## src/rtl/pipe_hazard_ctrl.sv

```systemverilog
// Pipeline sequencing controller for the 5-stage MIPS core: boot flush, load-use, branch flush, mul/div interlock, memory wait.
// Optional performance counters are built when PIPE_CTRL_PERF_EN is defined; otherwise stall_cnt/flush_cnt read 0.
module pipe_hazard_ctrl #(
    parameter int MUL_LAT  = 4,
    parameter int DIV_LAT  = 32,
    parameter int BOOT_CYC = 2
) (
    input  logic        clk,
    input  logic        r_n,
    input  logic [4:0]  id_rs,
    input  logic [4:0]  id_rt,
    input  logic        id_uses_rs,
    input  logic        id_uses_rt,
    input  logic        ex_memread,
    input  logic [4:0]  ex_rt,
    input  logic        ex_branch_taken,
    input  logic        id_md_start,
    input  logic        id_md_div,
    input  logic        id_md_read,
    input  logic        ext_stall,
    output logic        pc_en,
    output logic        ifid_en,
    output logic        idex_en,
    output logic        exmem_en,
    output logic        memwb_en,
    output logic        ifid_clr,
    output logic        idex_clr,
    output logic        exmem_clr,
    output logic        md_busy,
    output logic [15:0] stall_cnt,
    output logic [15:0] flush_cnt
);

    typedef enum logic {ST_BOOT, ST_RUN} state_t;

    state_t      r_state;
    logic [3:0]  r_boot_cnt;
    logic [5:0]  r_md_cnt;

    logic        w_run;
    logic        w_lu;
    logic        w_md;
    logic        w_id_stall;
    logic        w_md_accept;

    assign w_run      = (r_state == ST_RUN);
    assign md_busy    = (r_md_cnt != 6'd0);
    assign w_lu       = ex_memread && (ex_rt != 5'd0) &&
                        ((id_uses_rs && (id_rs == ex_rt)) || (id_uses_rt && (id_rt == ex_rt)));
    assign w_md       = md_busy && (id_md_start || id_md_read);
    assign w_id_stall = w_lu || w_md;
    // A start only counts when the instruction really moves from ID into EX.
    assign w_md_accept = w_run && !ext_stall && !ex_branch_taken && !w_id_stall && id_md_start;

    always_ff @(posedge clk or negedge r_n) begin
        if (!r_n) begin
            r_state    <= ST_BOOT;
            r_boot_cnt <= 4'(BOOT_CYC - 1);
        end else begin
            case (r_state)
                ST_BOOT: begin
                    if (r_boot_cnt == 4'd0) r_state <= ST_RUN;
                    else                    r_boot_cnt <= r_boot_cnt - 4'd1;
                end
                default: r_state <= ST_RUN;
            endcase
        end
    end

    // The unit keeps running through ext_stall, so the countdown is not gated.
    always_ff @(posedge clk or negedge r_n) begin
        if (!r_n)                   r_md_cnt <= 6'd0;
        else if (w_md_accept)       r_md_cnt <= id_md_div ? 6'(DIV_LAT) : 6'(MUL_LAT);
        else if (r_md_cnt != 6'd0)  r_md_cnt <= r_md_cnt - 6'd1;
    end

    always_comb begin
        pc_en     = 1'b1;
        ifid_en   = 1'b1;
        idex_en   = 1'b1;
        exmem_en  = 1'b1;
        memwb_en  = 1'b1;
        ifid_clr  = 1'b0;
        idex_clr  = 1'b0;
        exmem_clr = 1'b0;
        if (!w_run) begin
            pc_en     = 1'b0;
            ifid_clr  = 1'b1;
            idex_clr  = 1'b1;
            exmem_clr = 1'b1;
        end else if (ext_stall) begin
            pc_en    = 1'b0;
            ifid_en  = 1'b0;
            idex_en  = 1'b0;
            exmem_en = 1'b0;
            memwb_en = 1'b0;
        end else if (ex_branch_taken) begin
            ifid_clr = 1'b1;
            idex_clr = 1'b1;
        end else if (w_id_stall) begin
            pc_en    = 1'b0;
            ifid_en  = 1'b0;
            idex_clr = 1'b1;
        end
    end

`ifdef PIPE_CTRL_PERF_EN
    logic [15:0] r_stall_cnt;
    logic [15:0] r_flush_cnt;

    always_ff @(posedge clk or negedge r_n) begin
        if (!r_n) begin
            r_stall_cnt <= 16'h0;
            r_flush_cnt <= 16'h0;
        end else if (w_run && !ext_stall) begin
            if (ex_branch_taken) begin
                if (r_flush_cnt != 16'hFFFF) r_flush_cnt <= r_flush_cnt + 16'h1;
            end else if (w_id_stall) begin
                if (r_stall_cnt != 16'hFFFF) r_stall_cnt <= r_stall_cnt + 16'h1;
            end
        end
    end

    assign stall_cnt = r_stall_cnt;
    assign flush_cnt = r_flush_cnt;
`else
    assign stall_cnt = 16'h0;
    assign flush_cnt = 16'h0;
`endif

endmodule
```

## config.mk

```make
export PLATFORM = sky130hd
export DESIGN_NAME = pipe_hazard_ctrl
export DESIGN_NICKNAME = d
export VERILOG_FILES = /design/src/rtl/pipe_hazard_ctrl.sv
export SDC_FILE = /design/constraint.sdc
export NUM_CORES = 1
export LEC_CHECK = 0
export ABC_AREA = 0
export CAP_MARGIN = 20
export CORE_MARGIN = 4
export CORE_UTILIZATION = 42
export CTS_BUF_LIST = sky130_fd_sc_hd__clkbuf_8
export DETAILED_ROUTE_END_ITERATION = 7
export GPL_TIMING_DRIVEN = 0
export PLACE_DENSITY = 0.88
export SYNTH_ARGS = -nofsm -noshare
export SYNTH_HDL_FRONTEND = slang
export SYNTH_SLANG_ARGS = --single-unit
```

## constraint.sdc

```tcl
create_clock -name clk -period 3.72 [get_ports clk]
set_input_delay 0.372 -clock clk [delete_from_list [all_inputs] [get_ports clk]]
set_output_delay 0.372 -clock clk [all_outputs]
set_load 0.05 [all_outputs]
```

==> flow_metrics.env <==
export IMPL_final_setup_skew_ps=0.8559
export IMPL_tightest_slew_ps=506.7
export IMPL_number_of_global_route_vias_before_repair=885
export IMPL_clock_tree_buffer_depth=2
export IMPL_sw_frac_of_total_pct=44.75
export IMPL_synth_adder_area_share_pct=3.308
export IMPL_ys_ff_latch=11
export IMPL_drt_first_iter_violations=13
export IMPL_critical_path_peak_fanout=6
export IMPL_dpl_worst_slack_ps=680.8
export IMPL_synth_xor_area_share_pct=10.80
export IMPL_cts_repair_resize_count=0
export IMPL_die_height_um=59.98
export IMPL_post_synth_and_or_nand_nor_area_fraction_pct=18.30
export IMPL_internal_power_uw=389.6
export IMPL_fp_dieW_um=59.98
export IMPL_finalSetupViolCount=0
export IMPL_io_pins=66
export IMPL_wire_length_of_the_first_global_routing_pass_mm=3.898
export IMPL_post_route_worst_setup_slack_ps=689.8
export IMPL_clk_pin_slew_ps=50
export IMPL_largest_family_of_logic_cells_by_synthesized_area="buffers and inverters"
export IMPL_setup_worst_path_start_class="primary input"
export IMPL_grt_start_max_net_pins=12
export IMPL_r2r_slack_ps=1910
export IMPL_share_of_yosys_cell_area_claimed_by_the_top_area_cell_type_pct=22.49
export IMPL_routed_top_layer="met4"
export IMPL_timing_critical_path_arrival_ps=2660
export IMPL_seqPwrFrac_pct=27.7
export IMPL_cap_viol_max_count=0
export IMPL_floorplan_rows=18
export IMPL_worst_setup_path_type="primary input to output port"
export IMPL_power_switching_uw=315.6
export IMPL_drt_drc_violations_left=0
export IMPL_synth_edf_count=0
export IMPL_cellLeakagePower_nw=0.8120
export IMPL_finalHoldViolations=0
export IMPL_timing_rr_end="r_md_cnt[2]"
export IMPL_synth_compound_gate_area_share_pct=16.54
export IMPL_combinational_power_share_pct=55.9
export IMPL_part_of_the_yosys_area_used_for_sequential_elements_pct=24.37
export IMPL_worst_endpoint_required_ps=3350
export IMPL_gpl_final_weighted_congestion=0.8161
export IMPL_detail_route_wl_per_cell_um=11.06
export IMPL_slew_headroom_pct=66.11
export IMPL_syn_area_mm2=0.001135
export IMPL_power_density_cell_area_mw_per_mm2=423.8
export IMPL_post_synth_top_area_cell="buf_4"
export IMPL_timing_reg2reg_worst_path_depth=7
export IMPL_layout_min_cycle_time_ps=3030
export IMPL_insertedDiodeCount=0
export IMPL_share_of_final_layout_standard_cells_stronger_than_drive_strength_1_pct=24.24
export IMPL_grt_setup_unrepaired="false"
export IMPL_met2_wirelength_mm=1.339
export IMPL_globalRouteTotalUtil_pct=14.19
export IMPL_globalRoute_totalOverflow=0
export IMPL_r2r_start="r_md_cnt[0]"
export IMPL_cts_made_buffers=3
export IMPL_routed_wirelength_mm=2.522
export IMPL_flip_flop_cell_with_the_highest_count_after_synthesis="dfrtp_1"
export IMPL_die_area_mm2=0.003598
export IMPL_final_util_pct=65.97
export IMPL_ctsRootBufferMaster="clkbuf_8"
export IMPL_route_met3_wl_um=133
export IMPL_port_buffers=33
export IMPL_insertion_delay_ps=240
export IMPL_period_share_pct=81.46
export IMPL_clockPowerShare_pct=16.5
export IMPL_core_area_mm2=0.002522
export IMPL_final_setup_tns_ps=0
export IMPL_ir_drop_mv=0.3003
export IMPL_ys_async_sr_fraction_pct=100.0
export IMPL_mux_contribution_to_synthesized_area_pct=0
export IMPL_total_number_of_yosys_warnings=0
export IMPL_area_growth_syn_to_layout_pct=46.64
export IMPL_grt_antenna_before_repair=0
export IMPL_hp_class="primary input to async pin"
export IMPL_synth_avg_cell_area_um2=8.730
export IMPL_detail_route_first_pass_iterations=4
export IMPL_wl_met1_mm=1.021
export IMPL_synthDistinctLibCells=39
export IMPL_clock_tree_htree_level_count=1
export IMPL_maximum_clock_frequency_ghz=0.3300
export IMPL_vias=991
export IMPL_synth_cells=130
export IMPL_critical_path_endpoint_type="output port"
export IMPL_vias_per_cell=4.346
export IMPL_num_nets_final=227
export IMPL_cts_sinks=11
export IMPL_cts_hold_fix_buffers=0
export IMPL_ant_nets=0
export IMPL_post_cts_repair_setup_buffers=0
export IMPL_initial_utilization_pct=44.99
export IMPL_status="completed"
export IMPL_finalMaxSlewViolations=0
export IMPL_hpwl_mm=2.108
export IMPL_cts_tree="done"
export IMPL_post_synth_main_area_contributors="buf_4 (22%), dfrtp_1 (22%), xnor2_1 (9.3%), ha_1 (3.3%), inv_1 (3.3%)"
## critical path: stages
cell	delay, ps
clkdlybuf4s50_1	610
xnor2_1	160
nand4_1	140
o22a_1	310
o311a_1	350
clkdlybuf4s50_1	700
## power groups by stage
| stage | Combinational (mW) | Clock [mW] | Sequential [mW] |
|---|---|---|---|
| floorplan | 0.316 | 0 | 0.186 |
| global placement | 0.387 | 0 | 0.193 |
| detailed placement | 0.393 | 0 | 0.195 |
| CTS | 0.395 | 0.117 | 0.194 |
| global route | 0.424 | 0.124 | 0.200 |
| finish | 0.394 | 0.116 | 0.195 |
## Yosys cell counts (2+ instances only)
cell,instances
dfrtp_1,10
nor3_1,2
nor4_2,2
xor2_1,2
o21ai_0,6
buf_4,34
nand4_1,2
a21oi_1,5
nor4_1,2
ha_1,3
inv_1,10
nand3_1,5
o31a_1,2
nor2_1,4
nand2_1,6
xnor2_1,12
## through the flow
stage               area (um2)  hold WS, ps  cells  power, mW
floorplan                 1251        76.41    161     0.5022
global placement          1619        489.2    224     0.5796
detailed placement        1619        486.7    224     0.5879
CTS                       1664        480.8    228     0.7059
global route              1664        505.9    228     0.7476
finish                    1664        457.8    228     0.7052
## layout make-up
cell class,instances,area (um2)
timing repair buffer,33,330.3
multi-input combinational,105,675.6
sequential,11,276.5
clock buffer,3,41.29
inverter,11,43.79
buffer,34,255.2
clock inverter,1,3.754
tap,30,37.54
fill,211,858.3
## sequential cells by signal, summed over array words and instances (netlist names)
signal      flops
r_md_cnt        6
r_boot_cnt      4
r_state         1
## cell usage in the layout (no fill, tap or decap), drive strengths merged
cell,instances
clkdlybuf4s50,33
a22o,1
o311a,1
xnor2,12
nor3,2
nand3,5
nor3b,1
ha,3
nor2b,1
o21a,1
or4,1
o22a,1
clkbuf,3
xor2,2
or2b,1
nand4,2
a21oi,5
nor2,5
nor4,4
nand2,6
conb,32
o31a,2
nand4bb,1
o41ai,1
a21o,1
o221ai,1
and4,1
a211oi,1
buf,34
dfstp,1
a31oi,1
dfrtp,10
or3,1
o21ai,8
inv,12
o31ai,1
## cells by family (layout without fill, tap and decap cells)
group	count (synthesis)	count (layout)
XOR/XNOR	14	14
buffers and inverters	45	82
flip-flops	11	11
AND/OR/NAND/NOR	31	31
other	1	32
AO/OA/AOI/OAI	25	25
adder cells (fa/ha/maj)	3	3
## worst max-delay path by stage
stage,from,to
finish,ex_rt[0],ifid_en
global route,r_md_cnt[0],pc_en
CTS,ex_rt[0],ifid_en
detailed placement,ex_rt[0],ifid_en
global placement,ex_rt[1],ifid_en
floorplan,r_md_cnt[0],idex_clr
## routing by layer
layer,track usage (%),vias to the layer above
met3,3.024,3
met1,17.94,436
met5,0,-
met2,24.23,29
li1,-,523
met4,3.797,0
No activity file was read; power rests on OpenSTA's default activity.
